File: config.mk
export PLATFORM = sky130hd
export DESIGN_NAME = writeback_stage
export DESIGN_NICKNAME = d
export VERILOG_FILES = /design/src/rtl/mips_pkg.sv /design/src/rtl/load_extractor.sv /design/src/rtl/writeback_stage.sv
export SDC_FILE = /design/constraint.sdc
export NUM_CORES = 1
export LEC_CHECK = 0
export BUFFER_PORTS_ARGS = -buffer_cell sky130_fd_sc_hd__buf_2
export CAP_MARGIN = 25
export CORE_MARGIN = 5
export CORE_UTILIZATION = 48
export DETAILED_ROUTE_END_ITERATION = 10
export PLACE_DENSITY = 0.81
export SYNTH_ARGS = -nofsm -noshare
export SYNTH_HDL_FRONTEND = slang
export SYNTH_HIERARCHICAL = 1
export SYNTH_SLANG_ARGS = --single-unit
File: constraint.sdc
create_clock -name clk -period 4.85 [get_ports clk]
set_input_delay 0.97 -clock clk [delete_from_list [all_inputs] [get_ports clk]]
set_output_delay 0.97 -clock clk [all_outputs]
set_load 0.05 [all_outputs]
File: src/rtl/mips_pkg.sv
// Shared MIPS pipeline constants: writeback result sources and load formats.
// The decoder, MEM stage and WB stage all import these so the encodings stay in one place.
package mips_pkg;

    localparam logic [1:0] WB_SEL_ALU  = 2'b00;
    localparam logic [1:0] WB_SEL_LOAD = 2'b01;
    localparam logic [1:0] WB_SEL_LINK = 2'b10;
    localparam logic [1:0] WB_SEL_HILO = 2'b11;

    localparam logic [2:0] LOAD_LW  = 3'd0;
    localparam logic [2:0] LOAD_LH  = 3'd1;
    localparam logic [2:0] LOAD_LHU = 3'd2;
    localparam logic [2:0] LOAD_LB  = 3'd3;
    localparam logic [2:0] LOAD_LBU = 3'd4;

endpackage

File: src/rtl/load_extractor.sv
// Little-endian sub-word load formatting (sign/zero extension of byte and halfword loads).
// Purely combinational so the MEM-stage forwarding path can reuse it.
module load_extractor
    import mips_pkg::*;
#(
    parameter int DATA_WIDTH = 32
) (
    input  logic [2:0]            loadType,
    input  logic [1:0]            byteOffset,
    input  logic [DATA_WIDTH-1:0] data,
    output logic [DATA_WIDTH-1:0] result
);

    logic [15:0] halfVal;
    logic [7:0]  byteVal;

    always_comb begin
        halfVal = byteOffset[1] ? data[31:16] : data[15:0];
        byteVal = data[7:0];
        case (byteOffset)
            2'd0:    byteVal = data[7:0];
            2'd1:    byteVal = data[15:8];
            2'd2:    byteVal = data[23:16];
            default: byteVal = data[31:24];
        endcase

        // Unused type codes fall through to a full-word load.
        result = data;
        case (loadType)
            LOAD_LH:  result = {{(DATA_WIDTH-16){halfVal[15]}}, halfVal};
            LOAD_LHU: result = {{(DATA_WIDTH-16){1'b0}}, halfVal};
            LOAD_LB:  result = {{(DATA_WIDTH-8){byteVal[7]}}, byteVal};
            LOAD_LBU: result = {{(DATA_WIDTH-8){1'b0}}, byteVal};
            default:  result = data;
        endcase
    end

endmodule

File: src/rtl/writeback_stage.sv
// MEM/WB pipeline register plus writeback: selects the retiring result, owns HI/LO,
// and drives the register-file write port straight from flops.
module writeback_stage
    import mips_pkg::*;
#(
    parameter int DATA_WIDTH = 32,
    parameter int ADDR_WIDTH = 5
) (
    input  logic                  clk,
    input  logic                  rst,
    input  logic                  stall,
    input  logic                  flush,
    input  logic                  memValid,
    input  logic                  memRegWrite,
    input  logic [1:0]            memWbSel,
    input  logic [2:0]            memLoadType,
    input  logic [1:0]            memByteOffset,
    input  logic [DATA_WIDTH-1:0] memAluResult,
    input  logic [DATA_WIDTH-1:0] memLoadData,
    input  logic [DATA_WIDTH-1:0] memPcPlus8,
    input  logic [ADDR_WIDTH-1:0] memDestReg,
    input  logic                  memHiLoWrite,
    input  logic [DATA_WIDTH-1:0] memHiIn,
    input  logic [DATA_WIDTH-1:0] memLoIn,
    input  logic                  memHiLoSel,
    output logic                  regWrite,
    output logic [ADDR_WIDTH-1:0] writeAddress,
    output logic [DATA_WIDTH-1:0] writeData,
    output logic                  wbValid,
    output logic [DATA_WIDTH-1:0] hi,
    output logic [DATA_WIDTH-1:0] lo
);

    logic [DATA_WIDTH-1:0] loadResult;
    logic [DATA_WIDTH-1:0] selResult;

    load_extractor #(.DATA_WIDTH(DATA_WIDTH)) u_load_extractor (
        .loadType   (memLoadType),
        .byteOffset (memByteOffset),
        .data       (memLoadData),
        .result     (loadResult)
    );

    // HI/LO moves read the current flops, so a same-instruction write is not visible yet.
    always_comb begin
        selResult = memAluResult;
        case (memWbSel)
            WB_SEL_LOAD: selResult = loadResult;
            WB_SEL_LINK: selResult = memPcPlus8;
            WB_SEL_HILO: selResult = memHiLoSel ? hi : lo;
            default:     selResult = memAluResult;
        endcase
    end

    // Flush beats stall; a non-valid capture is the same bubble as a flush.
    always_ff @(posedge clk or posedge rst) begin
        if (rst) begin
            regWrite     <= 1'b0;
            writeAddress <= '0;
            writeData    <= '0;
            wbValid      <= 1'b0;
            hi           <= '0;
            lo           <= '0;
        end else if (flush || (!stall && !memValid)) begin
            regWrite     <= 1'b0;
            writeAddress <= '0;
            writeData    <= '0;
            wbValid      <= 1'b0;
        end else if (!stall) begin
            regWrite     <= memRegWrite && (memDestReg != '0);
            writeAddress <= memDestReg;
            writeData    <= selResult;
            wbValid      <= 1'b1;
            if (memHiLoWrite) begin
                hi <= memHiIn;
                lo <= memLoIn;
            end
        end
    end

endmodule
==> summary.md, run 1 <==
| Metric | Value |
|---|---|
| Run status | `completed` |
| Number of enable-type register cells in the synthesized netlist | `0` |
| Clock Pin Slew Worst Setup and Hold Paths | `70 ps` |
| Longest Clk Path Bufs | `2` |
| Clock skew after layout | `9.694 ps` |
| Synthesized area | `approximately 6500 um2` |
| Area of the die | `roughly 16000 um2` |
| Leak Pwr | `a little over 4 nW` |
| Arr. time, crit path | `about 3400 ps` |
| Primary FF master, synth | `dfrtp_1` |
| Maximum fanout along the worst path | `38` |
| CTS tree | `built` |
| Core area | `13240 um2` |
| Worst rel slew slack | `between 30% and 40%` |
| Top post-synthesis cells by area | `dfrtp_1 (40%), mux2_4 (14%), mux2_2 (6.4%)` |
| Fillers | `between 1000 and 1500` |
| Hold Fails Final Rpt | `0` |
| Power density of the placed cells | `about 370 nW/um2` |
| Count of instances resized after the clock tree is built | `0` |
| Fmax achieved | `316.3 MHz` |
| Via-per-instance ratio | `between 5 and 6` |
| Final Cycle Share | `between 60% and 70%` |
| First DRT Iteration DRCs | `424` |
| Final wirelength | `approximately 21000 um` |
| Max-cap violations | `0` |
| Via count of the first global-routing pass | `about 6000` |
| Synthesized netlist net count | `roughly 790` |
| Number of non-filler instances in the completed layout | `1031` |
| H-tree level count | `3` |
| R2r startpoint | `lo[5]$_DFFE_PP0P_` |
| Layout overhead on the synthesized area | `24.90%` |
| Capturing element type of the critical path | `flip-flop` |
| DRT Pass-1 Iters | `5` |
| Worst setup path endpoint | `lo[23]$_DFFE_PP0P_` |
| Startpoint class of the critical path | `input pin` |
| Total congestion overflow | `0` |
| Number of placement rows | `between 40 and 50` |
| Area of the multi-input gates | `approximately 3400 um2` |
| Number of antenna violations at the first check in global routing | `0` |
| Minimum period implied by the final worst setup slack | `approximately 3200 ps` |
| Hold Path Class | `flip-flop to flip-flop` |
| Async set or reset register ratio after synthesis | `between 90% and 100%` |
| Worst Setup Path Type | `input pin to flip-flop` |
| Count of hold buffers inserted by post-cts repair | `0` |
| Slew at the pin closest to its max-slew limit | `roughly 900 ps` |
| Setup Fix Bufs, Post-CTS | `0` |
| Worst path required time | `5090 ps` |
| Die height | `126.0 um` |
| Yosys synthesis warning count | `6` |
| Largest net degree at the start of global routing | `between 70 and 80` |
| Die Span X | `approximately 130 um` |
| Nets | `about 1000` |
| Gate count of the mapped netlist | `between 600 and 700` |
| Fraction of the yosys area taken by sequential cells | `roughly two fifths` |
| Post-detail-place hpwl | `roughly 16000 um` |
| Library cell appearing most often on the critical path | `nor2b_4` |
| Logic depth of the worst register-to-register path | `3` |
| Worst-path cell with the longest stage delay | `nor2b_4` |
| Synth unique cells | `38` |
| DR DRC count | `0` |
| IO Port Bufs | `282` |
| Slew Viols, Final | `0` |
| Endpoints failing setup | `0` |
| Insertion delay of the later-clocked pin in the worst-skew pair | `roughly 350 ps` |
| Cells after DPL | `1014` |
| Top Ports | `283` |
| Setup slack of the worst register-to-register path | `around 3600 ps` |
| Accumulated negative setup slack | `0 ps` |
| CTS root buffer | `clkbuf_16` |
| Chain of cells forming the critical path | `buf_2 > nor2b_4 > nor2b_4 > and2_4 > buf_12 > mux2_2` |
| Remaining antenna violation count | `0` |
| Total via count after detailed routing | `between 5000 and 6000` |
| Per-instance average area after synthesis | `approximately 11 um2` |
| Power after layout | `between 3 and 4 mW` |
| Storage element area | `2577 um2` |
| Top-area cell type share of the netlist area | `roughly 40%` |
| Share of post-route cells with drive strength above 1 | `48.77%` |
| Diode count | `0` |
| Area leader, netlist | `dfrtp_1` |
| Worst setup path start | `stall` |
| Global Route Usage Sum | `26.20%` |
| FF+latch count, synth | `approximately 100` |
| Routability congestion estimate from global placement | `~0.92` |
| Detailed-route wire length per cell | `around 21 um` |
| Setup repair after global routing missed its margin | `false` |
| Starting utilization of the core area | `between 40 and 50%` |
| IR drop worst, VDD | `between 0.0004 and 0.0005 V` |
| Total clock buffers created by CTS | `9` |
| Clk sinks | `a little over 100` |
| Global-route wire length before repair | `between 30000 and 40000 um` |
| Worst reg2reg endpoint | `writeData[5]$_DFFE_PP0P_` |
| Slowest stage delay, CP | `around 650 ps` |
-- kinds of logic (layout without fill, tap and decap cells) --
logic type	count (synthesis)	after routing	synth area share, %
AO/OA/AOI/OAI	214	214	21.30
multiplexers	106	106	23.74
flip-flops	103	103	39.88
buffers and inverters	92	342	8.093
AND/OR/NAND/NOR	87	87	6.564
XOR/XNOR	2	2	0.2711
adder cells (fa/ha/maj)	1	1	0.1549
-- layout by cell type, fill, tap and decap left out, types with 16 or more instances in the layout --
master	netlist	routed
mux2_4	60	60
a21o_1	16	16
dfrtp_1	103	103
nand2_1	50	50
mux2_2	37	37
a221oi_1	32	32
buf_2	11	282
inv_1	37	36
a21oi_1	47	47
o21ai_0	63	63
-- per-layer routing --
layer / up-vias / track usage, % / part of all wire, %
li1: 2689 / - / -
met1: 2766 / 32.57 / 39
met2: 323 / 43.85 / 49
met3: 39 / 7.748 / 9.5
met4: 0 / 8.644 / 2.8
met5: - / 0 / 0
-- area by class of cell --
cell class                      instances  area share (%)
Timing Repair Buffer                  289           18.54
Clock inverter                          5          0.4805
Tap cell                              176           2.728
Inverter                               37           1.752
Clock buffer                           11           2.883
Sequential cell                       103           31.93
Multi-Input combinational cell        410           41.68
-- cells in the mapped netlist (all sizes together) (13+ instances only) --
| library cell | count |
|---|---|
| dfrtp | 103 |
| mux2 | 97 |
| o21ai | 71 |
| a21oi | 54 |
| nand2 | 50 |
| inv | 37 |
| a221oi | 32 |
| clkbuf | 30 |
| buf | 25 |
| nor2b | 17 |
| a21o | 16 |
| a22o | 13 |
| a22oi | 13 |
-- critical path: cells and delay by family --
kind                   cells  cell delay [ps]
and+or+nand+nor            3             1480
muxes                      1              380
buffers and inverters      2              490
-- worst min path at each step --
stage                         startpoint  slack [ps]  cells past startpoint                         to
6_report        writeData[9]$_DFFE_PP0P_         480                      2   writeData[9]$_DFFE_PP0P_
3_5_place_dp   writeData[25]$_DFFE_PP0P_         470                      2  writeData[25]$_DFFE_PP0P_
3_3_place_gp   writeData[28]$_DFFE_PP0P_         460                      2  writeData[28]$_DFFE_PP0P_
2_1_floorplan   writeData[0]$_DFFE_PP0P_         750                      2   writeData[0]$_DFFE_PP0P_
5_1_grt         writeData[7]$_DFFE_PP0P_         500                      2   writeData[7]$_DFFE_PP0P_
4_1_cts        writeData[25]$_DFFE_PP0P_         480                      2  writeData[25]$_DFFE_PP0P_
-- power by group --
group | internal, mW | total, mW | switching [mW]
sequential | 0.991 | 1.11 | 0.118
combinational | 0.430 | 1.22 | 0.793
clock | 0.354 | 0.685 | 0.332
-- per-stage QoR --
step / setup WS, ps / util (%) / hold slack, ps / instance area, um2
after global routing: 1605 / 60.95 / 503.3 / 8071
final: 1689 / 60.95 / 479.6 / 8071
after CTS: 1724 / 60.74 / 480.8 / 8044
after global placement: 1425 / 58.64 / 456.5 / 7765
after detailed placement: 1351 / 58.69 / 465.2 / 7772
after floorplan: 1176 / - / 746.7 / 6462
-- registers in the layout, indices dropped and copies added, names as in the netlist --
name / count
writeData: 32
regWrite: 1
wbValid: 1
hi: 32
writeAddress: 5
lo: 32
No activity file was read; power rests on OpenSTA's default activity.
==> inputs of run 2 (changes only) <==
CORE_UTILIZATION = 44   (was 48)
PLACE_DENSITY = 0.78   (was 0.81)
clock period = 2.8 ns   (was 4.85 ns; I/O delays follow)
==> run 2 against run 1 <==
Against the previous run: sequential power grew 72%; critical path depth grew 4; non-clock buffer count grew 17; via count grew 1.6%; register-to-register slack lost 2000 ps; clock skew shrank 2.9 ps; wire length grew 4.0%.
==> summary.md, run 2 (synthesized netlist as in run 1, its figures left out) <==
| Metric | Value |
|---|---|
| Finished Core Util | `a little under three fifths` |
| Remaining antenna violation count | `0` |
| Power share of the combinational group | `about two fifths` |
| Switching power | `~2.2 mW` |
| Part of the total power dissipated in the clock network | `24.6%` |
| Hold Fails Final Rpt | `0` |
| Worst rel slew slack | `between 50 and 60%` |
| Global Route Usage Sum | `around a quarter` |
| Post-route worst hold slack | `299.7 ps` |
| Max-cap violations | `0` |
| Part of the power in registers | `a little over a third` |
| Most common cell after layout, fill and taps aside | `buf_2` |
| Net switching fraction of the power | `40.74%` |
| Area of the die | `~17000 um2` |
| Startpoint class of the critical path | `input pin` |
| Total congestion overflow | `0` |
| Number of placement rows | `44` |
| Die height | `around 130 um` |
| Minimum period implied by the final worst setup slack | `~2200 ps` |
| Via count of the first global-routing pass | `between 6000 and 7000` |
| CTS tree | `built` |
| Maximum fanout along the worst path | `18` |
| Clock Pin Slew Worst Setup and Hold Paths | `80 ps` |
| Count of hold buffers inserted by post-cts repair | `0` |
| Longest Clk Path Bufs | `2` |
| Post-detail-place hpwl | `roughly 17000 um` |
| Leak Pwr | `roughly 4.2 nW` |
| Layout overhead on the synthesized area | `28.31%` |
| Largest net degree at the start of global routing | `between 40 and 50` |
| Post-layout worst setup margin | `roughly 570 ps` |
| Detailed-route wire length per cell | `21.00 um` |
| Cells after DPL | `1040` |
| Final wirelength | `approximately 22000 um` |
| Die Span X | `between 100 and 150 um` |
| Hold Path Class | `input pin to asynchronous set/reset pin` |
| Power density of the placed cells | `roughly 650 nW/um2` |
| Run status | `completed` |
| First DRT Iteration DRCs | `230` |
| Worst path required time | `slightly above 3000 ps` |
| Commonest non-fill, non-tap cells in the layout | `buf_2 (282), dfrtp_1 (103), o21ai_0 (63)` |
| Arr. time, crit path | `2460 ps` |
| Slew at the pin closest to its max-slew limit | `about 680 ps` |
| Worst Setup Path Type | `input pin to flip-flop` |
| Number of non-filler instances in the completed layout | `around 1100` |
| CTS root buffer | `clkbuf_16` |
| DR DRC count | `0` |
| Share of post-route cells with drive strength above 1 | `about half` |
| Total via count after detailed routing | `5911` |
| Number of antenna violations at the first check in global routing | `3` |
| Clock skew after layout | `6.770 ps` |
| Leading registers by flop count | `hi: 32 flops, lo: 32 flops, writeData: 32 flops` |
| Total clock buffers created by CTS | `9` |
| Power Internal | `roughly 3.2 mW` |
| Cell area after placement | `around 8000 um2` |
| Via-per-instance ratio | `around 5.6` |
| Clk sinks | `103` |
| Top Ports | `283` |
| Starting utilization of the core area | `between 40% and 50%` |
| Count of instances resized after the clock tree is built | `0` |
| Slew Viols, Final | `0` |
| H-tree level count | `3` |
| Fmax achieved | `449.0 MHz` |
| Insertion delay of the later-clocked pin in the worst-skew pair | `approximately 350 ps` |
| DRT Pass-1 Iters | `4` |
| Setup repair after global routing missed its margin | `false` |
| Capturing element type of the critical path | `flip-flop` |
| Core area | `14480 um2` |
| Final std cell area, no fill | `8292 um2` |
| Nets | `approximately 1000` |
| IR drop worst, VDD | `0.0004075 V` |
| Global-route wire length before repair | `between 30000 and 40000 um` |
| IO Port Bufs | `about 280` |
| Final Cycle Share | `79.54%` |
| Setup Fix Bufs, Post-CTS | `0` |
| Power after layout | `5.384 mW` |
| Routability congestion estimate from global placement | `slightly below 0.9` |
| Post-placement worst setup slack | `between 200 and 250 ps` |
| Accumulated negative setup slack | `0 ps` |
| Endpoints failing setup | `0` |
run 2: changes by cell type in the layout (fill, tap and decap cells not counted):
cell	delta
inv_4	-1
buf_12	+3
bufinv_16	+1
clkinv_8	+1
buf_4	+14
clkbuf_1	-2
clkinvlp_4	+1
diode_2	+2
run 2: metal layers:
layer,vias to the layer above,part of all wire [%],global-route usage (%)
met2,299,48,40.80
met1,2837,39,31.08
met4,4,3.6,10.80
met3,43,9.0,6.919
li1,2728,-,-
met5,-,0.063,0
run 2: power groups by stage:
stage	Sequential, mW	Combinational [mW]	Clock [mW]
floorplan	2.70	0.754	0
global placement	1.92	2.12	0
detailed placement	1.94	2.15	0
CTS	1.91	2.16	1.35
global route	1.95	2.26	1.41
finish	1.91	2.15	1.33
run 2: path summary, 6_finish.rpt:
kind                                             end  cells past startpoint  slack, ps                      start
min in group clk                   lo[7]$_DFFE_PP0P_                      2        430                 memLoIn[7]
max                         writeData[0]$_DFFE_PP0P_                     10        570             memLoadType[0]
min reg2reg                writeData[11]$_DFFE_PP0P_                      2        480  writeData[11]$_DFFE_PP0P_
min                               lo[10]$_DFFE_PP0P_                      2        300                        rst
max reg2reg                 writeData[0]$_DFFE_PP0P_                      3       1530          hi[0]$_DFFE_PP0P_
max in group asynchronous          hi[4]$_DFFE_PP0P_                      3       1890                        rst
run 2: final cells by class:
type / count / area, um2
fill: 1282 / 6187
antenna: 2 / 5.005
multi-input combinational: 410 / 3364
sequential: 103 / 2577
timing repair buffer: 306 / 1662
inverter: 37 / 142.6
clock buffer: 9 / 225.2
clock inverter: 7 / 85.08
tap: 184 / 230.2
run 2: worst max-delay path, stage by stage:
cell and delay [ps]:
buf_2 110, buf_4 190, and2b_2 240, a22o_1 410, a22oi_1 270, o211ai_1 110, inv_1 80, a21oi_1 80
a221oi_1 300, o21ai_1 110
